--- config.mk ---
export PLATFORM = sky130hd
export DESIGN_NAME = btn_event
export DESIGN_NICKNAME = d
export VERILOG_FILES = /design/src/rtl/btn_event.sv
export SDC_FILE = /design/constraint.sdc
export NUM_CORES = 1
export LEC_CHECK = 0
export BUFFER_PORTS_ARGS = -buffer_cell sky130_fd_sc_hd__buf_2
export CORE_MARGIN = 3
export CORE_UTILIZATION = 45
export DETAILED_ROUTE_END_ITERATION = 7
export GPL_TIMING_DRIVEN = 0
export MAX_ROUTING_LAYER = met4
export SLEW_MARGIN = 20
export SYNTH_ARGS = -nofsm -noshare
export SYNTH_HDL_FRONTEND = slang
export SYNTH_SLANG_ARGS = --single-unit
--- constraint.sdc ---
create_clock -name clk -period 2.9 [get_ports clk]
set_input_delay 0.435 -clock clk [delete_from_list [all_inputs] [get_ports clk]]
set_output_delay 0.435 -clock clk [all_outputs]
set_load 0.02 [all_outputs]
--- src/rtl/btn_event.sv ---
// btn_event: per-button press/release pulses plus long-press auto-repeat for N debounced buttons.
// Every event output comes from a register, two clocks after the button level.
module btn_event #(
   parameter int N        = 5,
   parameter int LONG_CYC = 50_000_000,
   parameter int REP_CYC  = 10_000_000,
   parameter int CW       = 32
) (
   input  logic         clk,
   input  logic         rst,
   input  logic [N-1:0] btn,
   output logic [N-1:0] press,
   output logic [N-1:0] rel,
   output logic [N-1:0] rep,
   output logic [N-1:0] held
);
   localparam logic [1:0] IDLE   = 2'd0;
   localparam logic [1:0] HOLD   = 2'd1;
   localparam logic [1:0] REPEAT = 2'd2;
   localparam logic [CW-1:0] LT = CW'(LONG_CYC - 1);
   localparam logic [CW-1:0] RT = CW'(REP_CYC - 1);
   logic [N-1:0] s, p, rise, fall;
   always_ff @(posedge clk) begin
      if (rst) begin
         s <= '0;
         p <= '0;
      end else begin
         s <= btn;
         p <= s;
      end
   end
   assign rise = s & ~p;
   assign fall = ~s & p;
   for (genvar i = 0; i < N; i++) begin : g_btn
      logic [1:0]    st;
      logic [CW-1:0] cnt;
      logic          pr, rl, rp;
      // a falling edge is tested before the terminal count so release wins a tie
      always_ff @(posedge clk) begin
         if (rst) begin
            st  <= IDLE;
            cnt <= '0;
            pr  <= 1'b0;
            rl  <= 1'b0;
            rp  <= 1'b0;
         end else begin
            pr <= 1'b0;
            rl <= 1'b0;
            rp <= 1'b0;
            if (st == IDLE) begin
               if (rise[i]) begin
                  st  <= HOLD;
                  cnt <= '0;
                  pr  <= 1'b1;
               end
            end else if (fall[i]) begin
               st  <= IDLE;
               cnt <= '0;
               rl  <= 1'b1;
            end else if (cnt == ((st == HOLD) ? LT : RT)) begin
               st  <= REPEAT;
               cnt <= '0;
               rp  <= 1'b1;
            end else begin
               cnt <= cnt + 1'b1;
            end
         end
      end
      assign press[i] = pr;
      assign rel[i]   = rl;
      assign rep[i]   = rp;
      assign held[i]  = st != IDLE;
   end
endmodule

==> summary.md, run 1 <==
| Metric | Value |
|---|---|
| Status | finished clean |
| Gate Count Post-Synth | ~1.0k |
| WP data required | around 3.2 ns |
| Vias/cell | about 5.2 |
| Avg Inst Size Synth | roughly 8.5 µm² |
| Largest net degree at the start of global routing | 18 |
| CP Cell Sequence | clkbuf_1 > nand4bb_1 > or3_1 > a2111oi_2 > o21ai_1 > nand2_1 > buf_2 > nor2_1 |
| Clock Skew | 0.00846 ns |
| Inserted Clock Buffers | 17 |
| Minimum clock period | approximately 2.5 ns |
| Met3 Routed Length | slightly below 500 µm |
| Port Buffer Count | 26 |
| DRT iter0 DRCs | around 410 |
| CP delay by family, top | simple AND/OR/NAND/NOR gates |
| DRT Pass-1 Iters | 5 |
| Seq cells post-synth | just under 200 |
| Core ar. | approximately 19000 µm² |
| Post-CTS Hold Buffers | 0 |
| Post-route setup slack | 0.447 ns |
| Fin nets | 1101 |
| Final total power | about 0.0054 W |
| GRT Total Usage | 0.182 |
| Vias in the first global route | about 6.5k |
| DR vias | ~7k |
| Tcrit/Tclk final | 0.846 |
| DRT met1 WL | 9980 µm |
| CP max-delay cell | a2111oi_2 |
| Clock-pin slew on the worst setup and hold paths | roughly 0.070 ns |
| Drc violations | 0 |
| Drt total wl | 18500 µm |
| Final Core Density | 0.523 |
| Pwr dens | 537 nW/µm² |
| Number of synthesized flops with an enable pin | 0 |
| Final Hold Viols | 0 |
| Post-Place Cell Area | about 9400 µm² |
| Crit start category | register |
| Root Buffer | clkbuf_16 |
| Worst VDD drop | roughly 0.42 mV |
| CTS tree | done |
| Setup Crit Path Kind | register to register |
| Slew HR | 0.342 |
| Mapped Area | ~8900 µm² |
| Top FF cell, synth | dfxtp_1 |
| Final Instance Area | approximately 10000 µm² |
| Share of cells above drive strength 1 | 0.0980 |
| Crit Path Max Fanout | 10 |
| Max H-tree Level | 4 |
| Routability cong. | about 0.8 |
| CTS Sinks | between 150 and 200 |
| Max Freq | a little over 0.4 GHz |
| Final Setup Violations | 0 |
| Yosys Warn Count | 0 |
| Drt wl/cell | roughly 14 µm |
| Worst min-delay path class | input port to register |
| Worst-margin pin slew | slightly below 1 ns |
| Antenna violations before repair | 0 |
| Full die area | ~22000 µm² |
| Number of max-cap violations | 0 |
| First-pass GRT wire length | 32000 µm |
| CP arrival | about 2.8 ns |
| Final setup TNS | 0 ns |
| Row count | 50 |
| Static leakage power | approximately 3.5 nW |
| Chip height | 147 µm |
| Worst-Skew Late Latency | roughly 0.43 ns |
| Setup Fix Bufs, Post-CTS | 0 |
| Layout area overhead | 11.9% |
| Routed wl met2 | 7880 µm |
| Pre-CTS setup slack | 0.395 ns |
| Die Span X | 147 µm |
| Syn_nets | about 1.1k |
| Post-cts resize count | 0 |
| Crit path capture type | register |
| Remaining Overflow, GRT | 0 |
| Distinct cells, synth | just under 60 |
| Post-synth ARST share | 0 |
| Top Layer Used | met4 |
| Initial core utilization | 0.467 |
| RSZ-0062 raised after global routing | no |
| CP bufs+invs | 2 |
| Post-DRT Antenna Nets | 0 |
| Ant. Diodes | 0 |
| Crit-path max cell delay | about 0.47 ns |
| Dpl hpwl | approximately 14000 µm |
| Post-synthesis sequential area ratio | 0.438 |
| Final Max Tran Viols | 0 |
| Clk buf depth | 2 |
| IO Count | 27 |
## metrics by stage
stage / cells / hold WS (ns)
global placement: 1330 / 0.444
finish: 1362 / 0.234
CTS: 1362 / 0.224
detailed placement: 1330 / 0.448
floorplan: 1044 / 0.431
global route: 1362 / 0.233
## sequential cells by signal (all words and copies together) (netlist names)
name,flops
p,5
g_btn.st,10
g_btn.rp,5
s,5
g_btn.pr,5
g_btn.cnt,160
g_btn.rl,5
## final timing paths
check,startpoint,end,slack [ns],depth (start not counted)
worst max-delay path,g_btn[3].cnt[10]$_SDFFE_PP0P_,g_btn[3].cnt[23]$_SDFFE_PP0P_,0.45,8
worst min-delay path,btn[2],s[2]$_SDFF_PP0_,0.23,2
worst max register to register,g_btn[3].cnt[10]$_SDFFE_PP0P_,g_btn[3].cnt[23]$_SDFFE_PP0P_,0.45,8
worst min register to register,g_btn[4].st[1]$_SDFFE_PP0P_,g_btn[4].st[1]$_SDFFE_PP0P_,0.46,2
## worst reg2reg max path: stages, from the launching register on
cell and delay (ns):
dfxtp_1 0.30, clkbuf_1 0.19, nand4bb_1 0.23, or3_1 0.38
a2111oi_2 0.47, o21ai_1 0.10, nand2_1 0.29, buf_2 0.30
nor2_1 0.07
## final cells by class
| class | instances | area (µm²) |
|---|---|---|
| buffer | 40 | 229 |
| clock buffer | 18 | 429 |
| clock inverter | 14 | 179 |
| fill | 1805 | 9100 |
| inverter | 21 | 78.8 |
| multi-input combinational | 788 | 4700 |
| sequential | 195 | 3900 |
| tap | 260 | 325 |
| timing repair buffer | 26 | 130 |
## where the power goes
group / switching (W) / internal (W)
Clock: 0.00105 / 0.00137
Combinational: 0.000147 / 0.0000685
Sequential: 0.0000197 / 0.00270
## layer usage
| layer | GRT usage | vias to the layer above |
|---|---|---|
| met2 | 0.264 | 98 |
| li1 | - | 3664 |
| met1 | 0.263 | 3251 |
| met3 | 0.0349 | 15 |
| met4 | 0.0414 | 0 |
| met5 | - | - |
## logic make-up after synthesis
kind of cell,Yosys count,synth area share
AOI/OAI and AO/OA,64,0.0505
and+or+nand+nor,572,0.325
adders and majority gates,5,0.00702
xor gates and xnor gates,146,0.143
muxes,1,0.00126
buffers and inverters,61,0.0345
DFF,195,0.438
## synthesized netlist by cell type, drive strengths merged (20+ instances only)
cell   count  area share
xnor2     58       0.057
nand2     80       0.034
nor2     197       0.085
nor3      25       0.014
xor2      88       0.086
nor4      28       0.020
dfxtp    195        0.44
nand4     35       0.025
nand3     75       0.042
inv       20      0.0084
buf       31       0.022
and3      36       0.025
## cell usage in the layout, fill, tap and decap left out, drive strengths merged, types with 5 or more instances in the layout
cell / instances
nor2: 197
dfxtp: 195
xor2: 88
nand2: 80
nand3: 75
xnor2: 58
buf: 57
and3: 36
nand4: 35
nor4: 28
clkbuf: 27
nor3: 25
inv: 24
nor2b: 19
a21oi: 19
nand2b: 11
and4: 11
o21ai: 9
or3: 8
or2: 7
and2: 6
nor4b: 6
clkinv: 6
nor4bb: 5
nand3b: 5
nor3b: 5
ha: 5
or4: 5
a2111oi: 5
Note: power is estimated with default switching activity, not from simulation.
==> run 2: changes to the inputs <==
- clock period: 2.9 -> 2.1 ns (I/O delays scaled with it)
==> run 2 against run 1 <==
  * The flow now finishes with violations (negative setup slack)
  * Utilization rose by 4.7 points
  * Final cell count grew 2.3%
  * Maximum frequency up 15%
  * Via count increased by 3.3%
  * Global-route usage is 0.44 points higher
  * Flip-flop and latch count stayed put
  * Clock skew down 0.0011 ns
  * Non-clock buffer count up 32
  * Count of clock-buffer cells in the layout unchanged
  * Die area stayed put
  * Critical path type unchanged
  * Largest cell class unchanged
==> summary.md, run 2 (same netlist as run 1, synthesis figures left out) <==
| Metric | Value |
|---|---|
| CP delay by family, top | simple AND/OR/NAND/NOR gates |
| Clk buf depth | 2 (unchanged) |
| R2R Path Start | g_btn[0].cnt[9]$_SDFFE_PP0P_ |
| Final Hold Viols | 0 (unchanged) |
| Full die area | 21500 µm² (unchanged) |
| Status | complete, but fails checks |
| Worst-Skew Late Latency | 0.43 ns (about the same) |
| Drt wl/cell | 14.3 µm (+5.1%) |
| Pint | 0.00579 W (+40%) |
| GRT Total Usage | 0.186 (+0.00440) |
| Final Setup Violations | 7 (+7) |
| CP bufs+invs | 2 (unchanged) |
| Worst Setup EP | g_btn[0].cnt[25]$_SDFFE_PP0P_ |
| Post-Place Cell Area | 9370 µm² (unchanged) |
| Dpl hpwl | 13500 µm (unchanged) |
| Max Freq | 0.470 GHz (+15%) |
| Max reg flops | 160 (unchanged) |
| Number of max-cap violations | 0 (unchanged) |
| Commonest non-fill, non-tap cell in the layout | dfxtp_1 |
| Layout area overhead | 22.0% |
| HP Start | btn[2] |
| Port Buffer Count | 26 (unchanged) |
| Routability cong. | 0.823 (unchanged) |
| Inserted Clock Buffers | 17 (unchanged) |
| Clock-pin slew on the worst setup and hold paths | 0.07 ns (about the same) |
| Largest net degree at the start of global routing | 18 (unchanged) |
| Max H-tree Level | 4 (unchanged) |
| DR vias | 7261 (+3.3%) |
| IO Count | 27 (unchanged) |
| CP max-delay cell | or4_4 |
| Post-DRT Antenna Nets | 0 (unchanged) |
| Worst reg2reg path depth | 7 (-1) |
| Failing checks | negative setup slack |
| Most frequent cells in the layout | 172 x dfxtp_1, 165 x nor2_1, 86 x xor2_1 |
| Drc violations | 0 (unchanged) |
| Vias in the first global route | 6699 (+2.7%) |
| Sequential Power Share | 0.500 (-0.008) |
| DRT iter0 DRCs | 455 (+12%) |
| Fin nets | 1133 (+2.9%) |
| Worst VDD drop | 0.582 mV (+38%) |
| Switching pwr | 0.00173 W (+43%) |
| CP arrival | 2.50 ns (-0.26 ns) |
| Final Instance Area | 10900 µm² (+9.0%) |
| Crit start category | register |
| Top reg by flops | g_btn.cnt |
| Post-route setup slack | -0.0281 ns (-0.475 ns) |
| WP depth | 7 (-1) |
| Die Span X | 147 µm (unchanged) |
| Chip height | 147 µm (unchanged) |
| Crit path capture type | register |
| Tcrit/Tclk final | 1.01 (+0.167) |
| Crit path top cell by count | or4_4 |
| Worst-margin pin slew | 0.695 ns (-0.289 ns) |
| CTS Sinks | 195 (unchanged) |
| Final Max Tran Viols | 0 (unchanged) |
| Final total power | 0.00752 W (+40%) |
| Static leakage power | 3.86 nW (+9.5%) |
| Ant. Diodes | 0 (unchanged) |
| Biggest regs | g_btn.cnt (160), g_btn.st (10) |
| Core ar. | 19100 µm² (unchanged) |
| FILL cells | 1732 (-4.0%) |
| Post-CTS Hold Buffers | 0 (unchanged) |
| CP Cell Sequence | buf_6 > nand4_1 > or4_4 > or4_4 > buf_12 > xor2_4 > nor2_4 |
| Sw Ratio | 0.231 (+0.00436) |
| Flop2flop setup slack | -0.03 ns (-0.47 ns) |
| Drt total wl | 19900 µm (+7.6%) |
| Setup Crit Path Kind | register to register |
| Row count | 50 (unchanged) |
| Initial core utilization | 0.467 (unchanged) |
| Clock power share | 0.446 (-0.006) |
| First-pass GRT wire length | 32700 µm (+2.3%) |
| CTS tree | done |
| Combinational share of power | 0.054 (+0.014) |
| Clock Skew | 0.00732 ns (-0.00114 ns) |
| RSZ-0062 raised after global routing | yes |
| Minimum clock period | 2.13 ns (-0.325 ns) |
| Root Buffer | clkbuf_16 |
| Share of cells above drive strength 1 | 0.201 (+0.103) |
| Slew HR | 0.533 (+0.191) |
| Final Core Density | 0.570 (+0.0471) |
| Remaining Overflow, GRT | 0 (unchanged) |
| RR Endpoint | g_btn[0].cnt[25]$_SDFFE_PP0P_ |
| WP data required | 2.47 ns (-0.74 ns) |
| Worst min-delay path class | input port to register |
| Crit-path max cell delay | 0.61 ns (+0.14 ns) |
| Crit Path Max Fanout | 5 (-5) |
| DRT Pass-1 Iters | 5 (unchanged) |
| Pwr dens | 691 nW/µm² (+29%) |
| Final Hold Slack | 0.114 ns (-0.120 ns) |
| Antenna violations before repair | 0 (unchanged) |
| Vias/cell | 5.21 (+0.94%) |
| Crit path launch | g_btn[0].cnt[9]$_SDFFE_PP0P_ |
-- run 2: changes by cell type in the layout (fill, tap and decap cells not counted), sizes merged --
cell	before	now
buf	57	87
clkbuf	27	29
clkinv	6	5
inv	24	25
-- run 2: power groups by stage --
| stage | sequential [W] | clock, W | combinational [W] |
|---|---|---|---|
| floorplan | 0.00384 | 0 | 0.000217 |
| detailed placement | 0.00385 | 0 | 0.000301 |
| finish | 0.00376 | 0.00336 | 0.000404 |
| global placement | 0.00385 | 0 | 0.000302 |
| global route | 0.00376 | 0.00360 | 0.000442 |
| CTS | 0.00376 | 0.00344 | 0.000332 |
-- run 2: metrics by stage --
stage / cells / setup TNS (ns) / worst slack, ns
2_1_floorplan: 1044 / 0 / 0.0356
3_3_place_gp: 1330 / -31.19 / -0.337
3_5_place_dp: 1330 / -32.09 / -0.361
4_1_cts: 1369 / -0.0122 / -0.0122
5_1_grt: 1394 / -2.67 / -0.113
6_report: 1394 / -0.0799 / -0.0281
-- run 2: what timing repair did --
| action | CTS | global route |
|---|---|---|
| gates cloned | 1 | 4 |
| resized for setup | 52 | 105 |
| setup buffers | 7 | 23 |
| endpoints found under the setup margin | 149 | 151 |
| pin swaps | 13 | 42 |
-- run 2: area by class of cell --
class                      count  area, µm²  share of cell area
buffer                        38        309              0.0284
clock buffer                  18        429              0.0395
clock inverter                14        179              0.0165
inverter                      21       78.8             0.00725
multi-input combinational    788       5170               0.475
sequential                   195       3940               0.362
tap                          260        325              0.0299
timing repair buffer          60        452              0.0415
-- run 2: how the worst min path moves through the flow --
stage | end | slack (ns) | cells past startpoint
final | s[2]$_SDFF_PP0_ | 0.11 | 2
after global routing | s[3]$_SDFF_PP0_ | 0.11 | 2
after CTS | s[2]$_SDFF_PP0_ | 0.10 | 2
after detailed placement | g_btn[4].st[1]$_SDFFE_PP0P_ | 0.45 | 2
after global placement | g_btn[4].st[1]$_SDFFE_PP0P_ | 0.44 | 2
after floorplan | g_btn[4].st[1]$_SDFFE_PP0P_ | 0.43 | 2
-- run 2: metal layers --
| layer | GRT usage | vias to the layer above | routed length, µm |
|---|---|---|---|
| met4 | 0.0475 | 0 | 216 |
| met2 | 0.272 | 96 | 8850 |
| met1 | 0.266 | 3416 | 10300 |
| li1 | - | 3731 | - |
| met5 | - | - | 0 |
| met3 | 0.0355 | 18 | 572 |
-- run 2: worst reg2reg max path: stages, from the launching register on --
cell and delay (ns):
dfxtp_2 0.32, buf_6 0.10, nand4_1 0.08, or4_4 0.55, or4_4 0.61, buf_12 0.16, xor2_4 0.15, nor2_4 0.11
